### src/rtl/sr_mon_pkg.sv
// Shared types and constants for the SR latch monitor.
//   mon_state_e : monitor FSM state encoding (visible on mon_state)
//   SR_*        : {S,R} input codes
package sr_mon_pkg;

  typedef enum logic [1:0] {
    UNKNOWN  = 2'd0,
    SETTLING = 2'd1,
    STABLE   = 2'd2,
    FORBID   = 2'd3
  } mon_state_e;

  localparam logic [1:0] SR_HOLD = 2'b00;
  localparam logic [1:0] SR_RST  = 2'b01;
  localparam logic [1:0] SR_SET  = 2'b10;
  localparam logic [1:0] SR_FORB = 2'b11;

endpackage

### src/rtl/sat_counter.sv
// Saturating up-counter: sticks at all-ones instead of wrapping.
//   clk : clock
//   clr : synchronous clear (highest priority)
//   inc : count enable
//   q   : count value
module sat_counter #(
  parameter int W = 8
) (
  input  logic         clk,
  input  logic         clr,
  input  logic         inc,
  output logic [W-1:0] q
);

  always_ff @(posedge clk) begin
    if (clr)                  q <= '0;
    else if (inc && q != '1)  q <= q + 1'b1;
  end

endmodule

### src/rtl/sr_latch_monitor.sv
// Cycle-accurate checker for an active-high NOR SR latch. Tracks the latch
// with a reference model, waits SETTLE_CYC cycles after every S/R change,
// then checks Q/NQ against the model and counts events.
//   clk, rst        : clock, synchronous active-high reset
//   chk_en          : enables error pulses, err_cnt and err_sticky
//   s_in, r_in      : latch stimulus (same nets driving the latch)
//   q_in, nq_in     : latch response
//   exp_q/exp_valid : model output and whether it is defined
//   mon_state       : FSM state code
//   err_*           : registered one-cycle error pulses, sticky error flag
//   *_cnt           : saturating event counters
module sr_latch_monitor
  import sr_mon_pkg::*;
#(
  parameter int SETTLE_CYC = 2,
  parameter int CNT_W      = 8
) (
  input  logic             clk,
  input  logic             rst,
  input  logic             chk_en,
  input  logic             s_in,
  input  logic             r_in,
  input  logic             q_in,
  input  logic             nq_in,
  output logic             exp_q,
  output logic             exp_valid,
  output logic [1:0]       mon_state,
  output logic             err_forbidden,
  output logic             err_mismatch,
  output logic             err_compl,
  output logic             err_sticky,
  output logic [CNT_W-1:0] set_cnt,
  output logic [CNT_W-1:0] reset_cnt,
  output logic [CNT_W-1:0] forb_cnt,
  output logic [CNT_W-1:0] err_cnt
);

  localparam logic [3:0] SETTLE_LD = 4'(SETTLE_CYC);

  mon_state_e state, state_d;
  logic [3:0] settle_cnt, settle_d;
  logic [1:0] prev_sr, prev_d, sr;
  logic       exp_q_d, exp_valid_d;
  logic       forb_hit, mism_hit, compl_hit;
  logic       inc_set, inc_rst, inc_forb, err_any;

  assign sr        = {s_in, r_in};
  assign mon_state = state;
  assign err_any   = chk_en & (forb_hit | mism_hit | compl_hit);

  always_comb begin
    state_d     = state;
    settle_d    = settle_cnt;
    prev_d      = prev_sr;
    exp_q_d     = exp_q;
    exp_valid_d = exp_valid;
    forb_hit    = 1'b0;
    mism_hit    = 1'b0;
    compl_hit   = 1'b0;
    inc_set     = 1'b0;
    inc_rst     = 1'b0;
    inc_forb    = 1'b0;

    if (sr != prev_sr) begin
      // Any change (also mid-settle) restarts the settle window. The edge
      // carrying the change is never checked: the latch cannot have
      // responded to inputs it is only now seeing.
      prev_d   = sr;
      settle_d = SETTLE_LD;
      state_d  = SETTLING;
      case (sr)
        SR_SET: begin exp_q_d = 1'b1; exp_valid_d = 1'b1; inc_set = 1'b1; end
        SR_RST: begin exp_q_d = 1'b0; exp_valid_d = 1'b1; inc_rst = 1'b1; end
        SR_FORB: begin inc_forb = 1'b1; forb_hit = 1'b1; end
        default: begin
          // Releasing both inputs together is a race in a real latch.
          if (prev_sr == SR_FORB) exp_valid_d = 1'b0;
        end
      endcase
    end else begin
      case (state)
        SETTLING: begin
          if (settle_cnt <= 4'd1) begin
            settle_d = 4'd0;
            if (sr == SR_FORB)  state_d = FORBID;
            else if (exp_valid) state_d = STABLE;
            else                state_d = UNKNOWN;
          end else begin
            settle_d = settle_cnt - 4'd1;
          end
        end
        STABLE:  mism_hit  = (q_in != exp_q) | (nq_in == exp_q);
        FORBID:  mism_hit  = q_in | nq_in;   // NOR latch drives both low
        UNKNOWN: compl_hit = (q_in == nq_in);
        default: ;
      endcase
    end
  end

  always_ff @(posedge clk) begin
    if (rst) begin
      state         <= UNKNOWN;
      settle_cnt    <= 4'd0;
      prev_sr       <= SR_HOLD;
      exp_q         <= 1'b0;
      exp_valid     <= 1'b0;
      err_forbidden <= 1'b0;
      err_mismatch  <= 1'b0;
      err_compl     <= 1'b0;
      err_sticky    <= 1'b0;
    end else begin
      state         <= state_d;
      settle_cnt    <= settle_d;
      prev_sr       <= prev_d;
      exp_q         <= exp_q_d;
      exp_valid     <= exp_valid_d;
      err_forbidden <= chk_en & forb_hit;
      err_mismatch  <= chk_en & mism_hit;
      err_compl     <= chk_en & compl_hit;
      if (err_any) err_sticky <= 1'b1;
    end
  end

  sat_counter #(.W(CNT_W)) u_set_cnt  (.clk(clk), .clr(rst), .inc(inc_set),  .q(set_cnt));
  sat_counter #(.W(CNT_W)) u_rst_cnt  (.clk(clk), .clr(rst), .inc(inc_rst),  .q(reset_cnt));
  sat_counter #(.W(CNT_W)) u_forb_cnt (.clk(clk), .clr(rst), .inc(inc_forb), .q(forb_cnt));
  sat_counter #(.W(CNT_W)) u_err_cnt  (.clk(clk), .clr(rst), .inc(err_any),  .q(err_cnt));

endmodule

### config.mk
export PLATFORM = sky130hd
export DESIGN_NAME = sr_latch_monitor
export DESIGN_NICKNAME = d
export VERILOG_FILES = /design/src/rtl/sr_mon_pkg.sv /design/src/rtl/sat_counter.sv /design/src/rtl/sr_latch_monitor.sv
export SDC_FILE = /design/constraint.sdc
export NUM_CORES = 1
export LEC_CHECK = 0
export ABC_AREA = 1
export BUFFER_PORTS_ARGS = -buffer_cell sky130_fd_sc_hd__buf_4
export CELL_PAD_IN_SITES_DETAIL_PLACEMENT = 1
export CELL_PAD_IN_SITES_GLOBAL_PLACEMENT = 2
export CORE_MARGIN = 2
export CORE_UTILIZATION = 30
export DETAILED_ROUTE_END_ITERATION = 8
export GPL_ROUTABILITY_DRIVEN = 0
export HOLD_SLACK_MARGIN = 0.05
export PLACE_DENSITY = 0.86
export REMOVE_ABC_BUFFERS = 1
export SYNTH_ARGS = -nofsm -noshare
export SYNTH_HDL_FRONTEND = slang
export SYNTH_SLANG_ARGS = --single-unit
### constraint.sdc
create_clock -name clk -period 1.9 [get_ports clk]
set_clock_uncertainty 0.05 [all_clocks]
set_input_delay 0.095 -clock clk [delete_from_list [all_inputs] [get_ports clk]]
set_output_delay 0.095 -clock clk [all_outputs]
set_load 0.02 [all_outputs]
After elaboration in Yosys (flattened, before gate mapping)
Index checks and enable logic that the tools add are counted.
{"block": "word_totals", "regBits": 46, "out_inout_bits": 40, "wordCells": 81}
{"block": "op_classes", "add_sub_neg": 5, "n_lt_le_gt_ge": 1, "eq_ne": 15, "muxes": 21, "bitwise_logic": 9, "reduce_logical": 15}
{"operator": "$add 8x1->8 const B", "n": 4}
{"operator": "$ne 8x8->1 const B", "n": 4}
{"operator": "$mux 1", "n": 13}
{"operator": "$eq 2x2->1 const B", "n": 5}
{"operator": "$mux 2", "n": 4}
{"operator": "$reduce_bool 2->1", "n": 4}
{"operator": "$pmux 1 s2", "n": 3}
{"operator": "$reduce_and 2->1", "n": 3}
{"operator": "$and 1x1->1", "n": 4}
{"operator": "$eq 2x1->1 const B", "n": 2}
{"operator": "$le 4x1->1 const B", "n": 1}
{"operator": "$logic_and 1x1->1", "n": 4}
{"operator": "$mux 4", "n": 1}
{"operator": "$or 1x1->1", "n": 4}
{"operator": "$reduce_or 2->1", "n": 2}
{"operator": "$sub 4x1->4 const B", "n": 1}
{"operator": "$reduce_and 3->1", "n": 1}
{"operator": "$eq 1x1->1", "n": 2}
{"operator": "$logic_not 2->1", "n": 1}
{"operator": "$ne 2x2->1", "n": 1}
{"operator": "$ne 1x1->1", "n": 1}
{"operator": "$not 1->1", "n": 1}

Depth between registers and ports, before layout
{"block": "logic_depth", "ltp_word": 8, "depth_mapped": 11}

Hierarchy
From an unflattened synthesis, not the netlist that was laid out.
{"block": "hier_totals", "cells_unflattened": 407, "hier_area_um2": 2686.3}
{"mod": "sat_counter", "instances": 4, "cells_per_inst": 77, "area_each_um2": 484.2}
{"mod": "sr_latch_monitor", "instances": 1, "cells_per_inst": 99, "area_each_um2": 749.5}

Worst setup path after synthesis
Ideal clock, no wire load.
{"block": "synth_timing", "kind": "register to register", "startpoint": "register u_err_cnt.q[1]", "endpoint": "register u_err_cnt.q[0]", "setup_time_ns": 0.114, "arrival_time_ns": 1.487, "required_time_ns": 1.736, "slack_ns": 0.249, "path_stages_with_launch": 9, "n_path_buf": 0, "synth_period_minus_slack_ns": 1.651, "path_cell_list": "dfxtp_1 -> ha_1 -> nand2_1 -> nor2_1 -> nand3_2 -> nand3_4 -> nand2_1 -> nand2_1 -> nor2_2"}
{"block": "synth_via", "elab_chain_len": 2}
{"item": "from (decl)", "line_no": "sat_counter.sv:12", "text": "output logic [W-1:0] q"}
{"item": "from (signal assigned)", "line_no": "sat_counter.sv:17", "text": "else if (inc && q != '1) q <= q + 1'b1;"}
{"item": "$ne 8x8->1", "line_no": "sat_counter.sv:17"}
{"item": "$logic_and 1x1->1", "line_no": "sat_counter.sv:17"}
No other way between the ends.
A chain may end at the register's enable or synchronous reset.

Worst setup path after layout
{"block": "layout_timing", "startpoint": "input r_in", "endpoint": "register u_forb_cnt.q[3]"}
{"block": "layout_via", "elab_chain_len": 4, "word_cells_on_any_way": 5}
{"item": "from (decl)", "line_no": "sr_latch_monitor.sv:22", "text": "input logic r_in,"}
{"item": "$eq 2x2->1", "line_no": "sr_latch_monitor.sv:71", "text": "case (sr)"}
{"item": "$mux 1", "line_no": "sr_latch_monitor.sv:71"}
{"item": "$mux 1 *", "line_no": "sr_latch_monitor.sv:64", "text": "if (sr != prev_sr) begin"}
{"item": "$logic_and 1x1->1 *", "line_no": "sat_counter.sv:17"}
{"item": "to (signal assigned)", "line_no": "sat_counter.sv:17"}
{"item": "to (decl)", "line_no": "sat_counter.sv:12"}
Mark *: on every way between the ends. The rest lies on a longest branch, timed or not.

==> flow_summary.json <==
{
  "path_cells": "buf_4 -> dlygate4sd3_1 -> inv_2 -> nand2_1 -> nand2_2 -> nor2_8 -> nor2_2 -> o21ai_1 -> buf_4 -> nor3_4 -> nand2_1 -> nand2_1 -> nor2_1",
  "crit_slowest_cell": "dlygate4sd3_1",
  "critPathKind": "in -> reg",
  "clkPwrFrac_pct": 36.9,
  "antenna_cells": 0,
  "grt_first_pass_wirelength_mm": 10.05,
  "die_w_um": 92.10,
  "pin_count": 47,
  "track_usage_pct": 14.34,
  "synth_area_leaders": "dfxtp_1 (40%), nand2_1 (9.2%), a21oi_1 (6.7%), inv_1 (5.5%), nor2_1 (5.5%)",
  "cts_tree": "done",
  "drtIter0Drc": 42,
  "tns_ps": 0,
  "via_count": 2183,
  "status": "finished clean",
  "worst_slew_pin_slew_ps": 627.6,
  "syn_to_final_growth_pct": 27.73,
  "grt_max_degree": 24,
  "hp-class": "in -> reg",
  "netlist_area_um2": 2328,
  "htreeDepth": 2,
  "power.density_nw_per_um2": 676.0,
  "synth_warnings": 0,
  "layout_common_cells": "nand2_1 (57), buf_4 (53), dfxtp_1 (46), inv_1 (34), nor2_1 (34)",
  "nFillCells": 970,
  "routed_via_density": 4.645,
  "gr-total-overflow": 0,
  "clkSinkCount": 46,
  "clkLatencyLatePin_ps": 300,
  "drc": 0,
  "dp_hpwl_mm": 4.360,
  "max_slew_margin_pct": 58.12,
  "seq_area_frac_synth_pct": 39.55,
  "rows": 32,
  "layout_commonest_cell": "nand2_1",
  "ys_ff_latch": 46,
  "synthCells": 310,
  "cp-end-kind": "flip-flop",
  "fin_hold_ws_ps": 91.14,
  "required_ps": 2050,
  "cp_slowest_stage_delay_ps": 590,
  "antenna_found_initial": 0,
  "clockBufferDepth": 2,
  "port_buffers": 46,
  "finalHoldViolCount": 0,
  "wire_per_inst_um": 12.51,
  "initial_core_util_pct": 30.61,
  "grt_pass1_vias": 2144,
  "ant_nets": 0,
  "p_switching_mw": 0.5354,
  "max_freq_mhz": 574.0,
  "crit_arrival_ps": 1890,
  "coreArea_um2": 7607,
  "regArea_um2": 920.9,
  "dr.pass1.iters": 4,
  "cts.clk_slew.worst_paths_ps": 90,
  "cp_max_fo": 9,
  "multiInputGateArea_um2": 1245,
  "period_needed_ps": 1742,
  "cts_made_buffers": 5,
  "synth_top_area_share_pct": 39.55,
  "seqPwrFrac_pct": 50.4,
  "drive_gt1_share_pct": 24.46,
  "die_y_um": 92.10,
  "yosys.area.top_type": "dfxtp_1",
  "internal_power_mw": 1.475,
  "pwr-share-comb_pct": 12.7,
  "swShare_pct": 26.63,
  "drv_cap": 0,
  "finalSetupViolCount": 0,
  "cp-start-kind": "input port",
  "fin_util_pct": 39.10,
  "crit_path_frequent_cell": "nand2_1",
  "wirelength_mm": 5.880,
  "postSynthAreaPerCell_um2": 7.511,
  "post-route-period-util_pct": 91.68,
  "slew_viol_final": 0,
  "p_leak_nw": 1.308,
  "peakVddDrop_v": 0.0002598,
  "cts_root_buf": "clkbuf_8",
  "rsz0062_at_grt": "no",
  "finalPower_mw": 2.011,
  "ys_types": 27,
  "layout.nets": 384,
  "dieArea_um2": 8482
}
[routing by layer]
layer | part of all wire [%] | GRT usage [%]
met5 | 0 | 0
met4 | 1.2 | 4.104
met3 | 3.0 | 2.547
met2 | 48 | 23.90
met1 | 47 | 19.02
[flip-flops by register name, indices dropped and copies added, names as in the netlist]
signal / cells
u_err_cnt.q: 8
u_forb_cnt.q: 8
u_rst_cnt.q: 8
u_set_cnt.q: 8
settle_cnt: 4
mon_state: 2
prev_sr: 2
err_compl: 1
err_forbidden: 1
err_mismatch: 1
err_sticky: 1
exp_q: 1
exp_valid: 1
[power groups by stage]
stage / Sequential, mW / Clock [mW] / Combinational, mW
3_5_place_dp: 1.04 / 0 / 0.253
4_1_cts: 1.01 / 0.772 / 0.258
3_3_place_gp: 1.03 / 0 / 0.247
6_report: 1.01 / 0.741 / 0.256
5_1_grt: 1.02 / 0.809 / 0.287
2_1_floorplan: 1.05 / 0 / 0.134
[cells in the mapped netlist, drive strengths merged]
| master | instances |
|---|---|
| nand2 | 68 |
| dfxtp | 46 |
| inv | 39 |
| nor2 | 37 |
| a21oi | 31 |
| nand3 | 19 |
| o21ai | 16 |
| nand4 | 12 |
| ha | 10 |
| xor2 | 9 |
| nor3 | 8 |
| xnor2 | 5 |
| buf | 3 |
| o211ai | 3 |
| clkbuf | 2 |
| a21boi | 1 |
| nor3b | 1 |
[worst paths after layout]
kind / endpoint / slack, ps / start / cells past startpoint
min: err_sticky$_SDFFE_PP0P_ / 90 / chk_en / 3
min reg2reg: err_sticky$_SDFFE_PP0P_ / 440 / err_sticky$_SDFFE_PP0P_ / 2
max: u_forb_cnt.q[3]$_SDFFE_PP0P_ / 160 / r_in / 13
max reg2reg: u_err_cnt.q[0]$_SDFFE_PP0P_ / 240 / u_err_cnt.q[1]$_SDFFE_PP0P_ / 8
[critical path: cells and delay by family]
kind	cells	cell delay (ps)
buffers and inverters	4	990
AND/OR/NAND/NOR	8	700
AO/OA/AOI/OAI	1	120
[cell type report]
class	instances	area share [%]
Sequential cell	46	30.96
Inverter	39	5.006
Tap cell	102	4.291
Timing Repair Buffer	55	14.05
Clock buffer	5	2.314
Multi-Input combinational cell	220	41.86
Clock inverter	3	1.515
[timing repair]
action                                  4_1_cts  5_1_grt
endpoints found under the setup margin        0        1
gates resized for setup                       0        2
setup buffers                                 0        0
hold buffers                                  2        0
endpoints found under the hold margin         2        0
[stage by stage]
| stage | cell area, um2 | cells | setup slack (ps) |
|---|---|---|---|
| 6_report | 2974 | 470 | 158.0 |
| 5_1_grt | 2974 | 470 | 30.06 |
| 4_1_cts | 2963 | 470 | 25.97 |
| 3_5_place_dp | 2829 | 460 | 200.0 |
| 3_3_place_gp | 2829 | 460 | 313.4 |
| 2_1_floorplan | 2303 | 305 | 76.35 |
[cells by family (layout without fill, tap and decap cells)]
| kind of cell | after synthesis | after routing | synth area share [%] |
|---|---|---|---|
| adders and majority gates | 10 | 10 | 5.373 |
| xor gates and xnor gates | 14 | 14 | 5.266 |
| AOI/OAI and AO/OA | 51 | 51 | 11.39 |
| DFF | 46 | 46 | 39.55 |
| buffers and inverters | 44 | 102 | 7.469 |
| and+or+nand+nor | 145 | 145 | 30.95 |
Note: power is estimated with default switching activity, not from simulation.
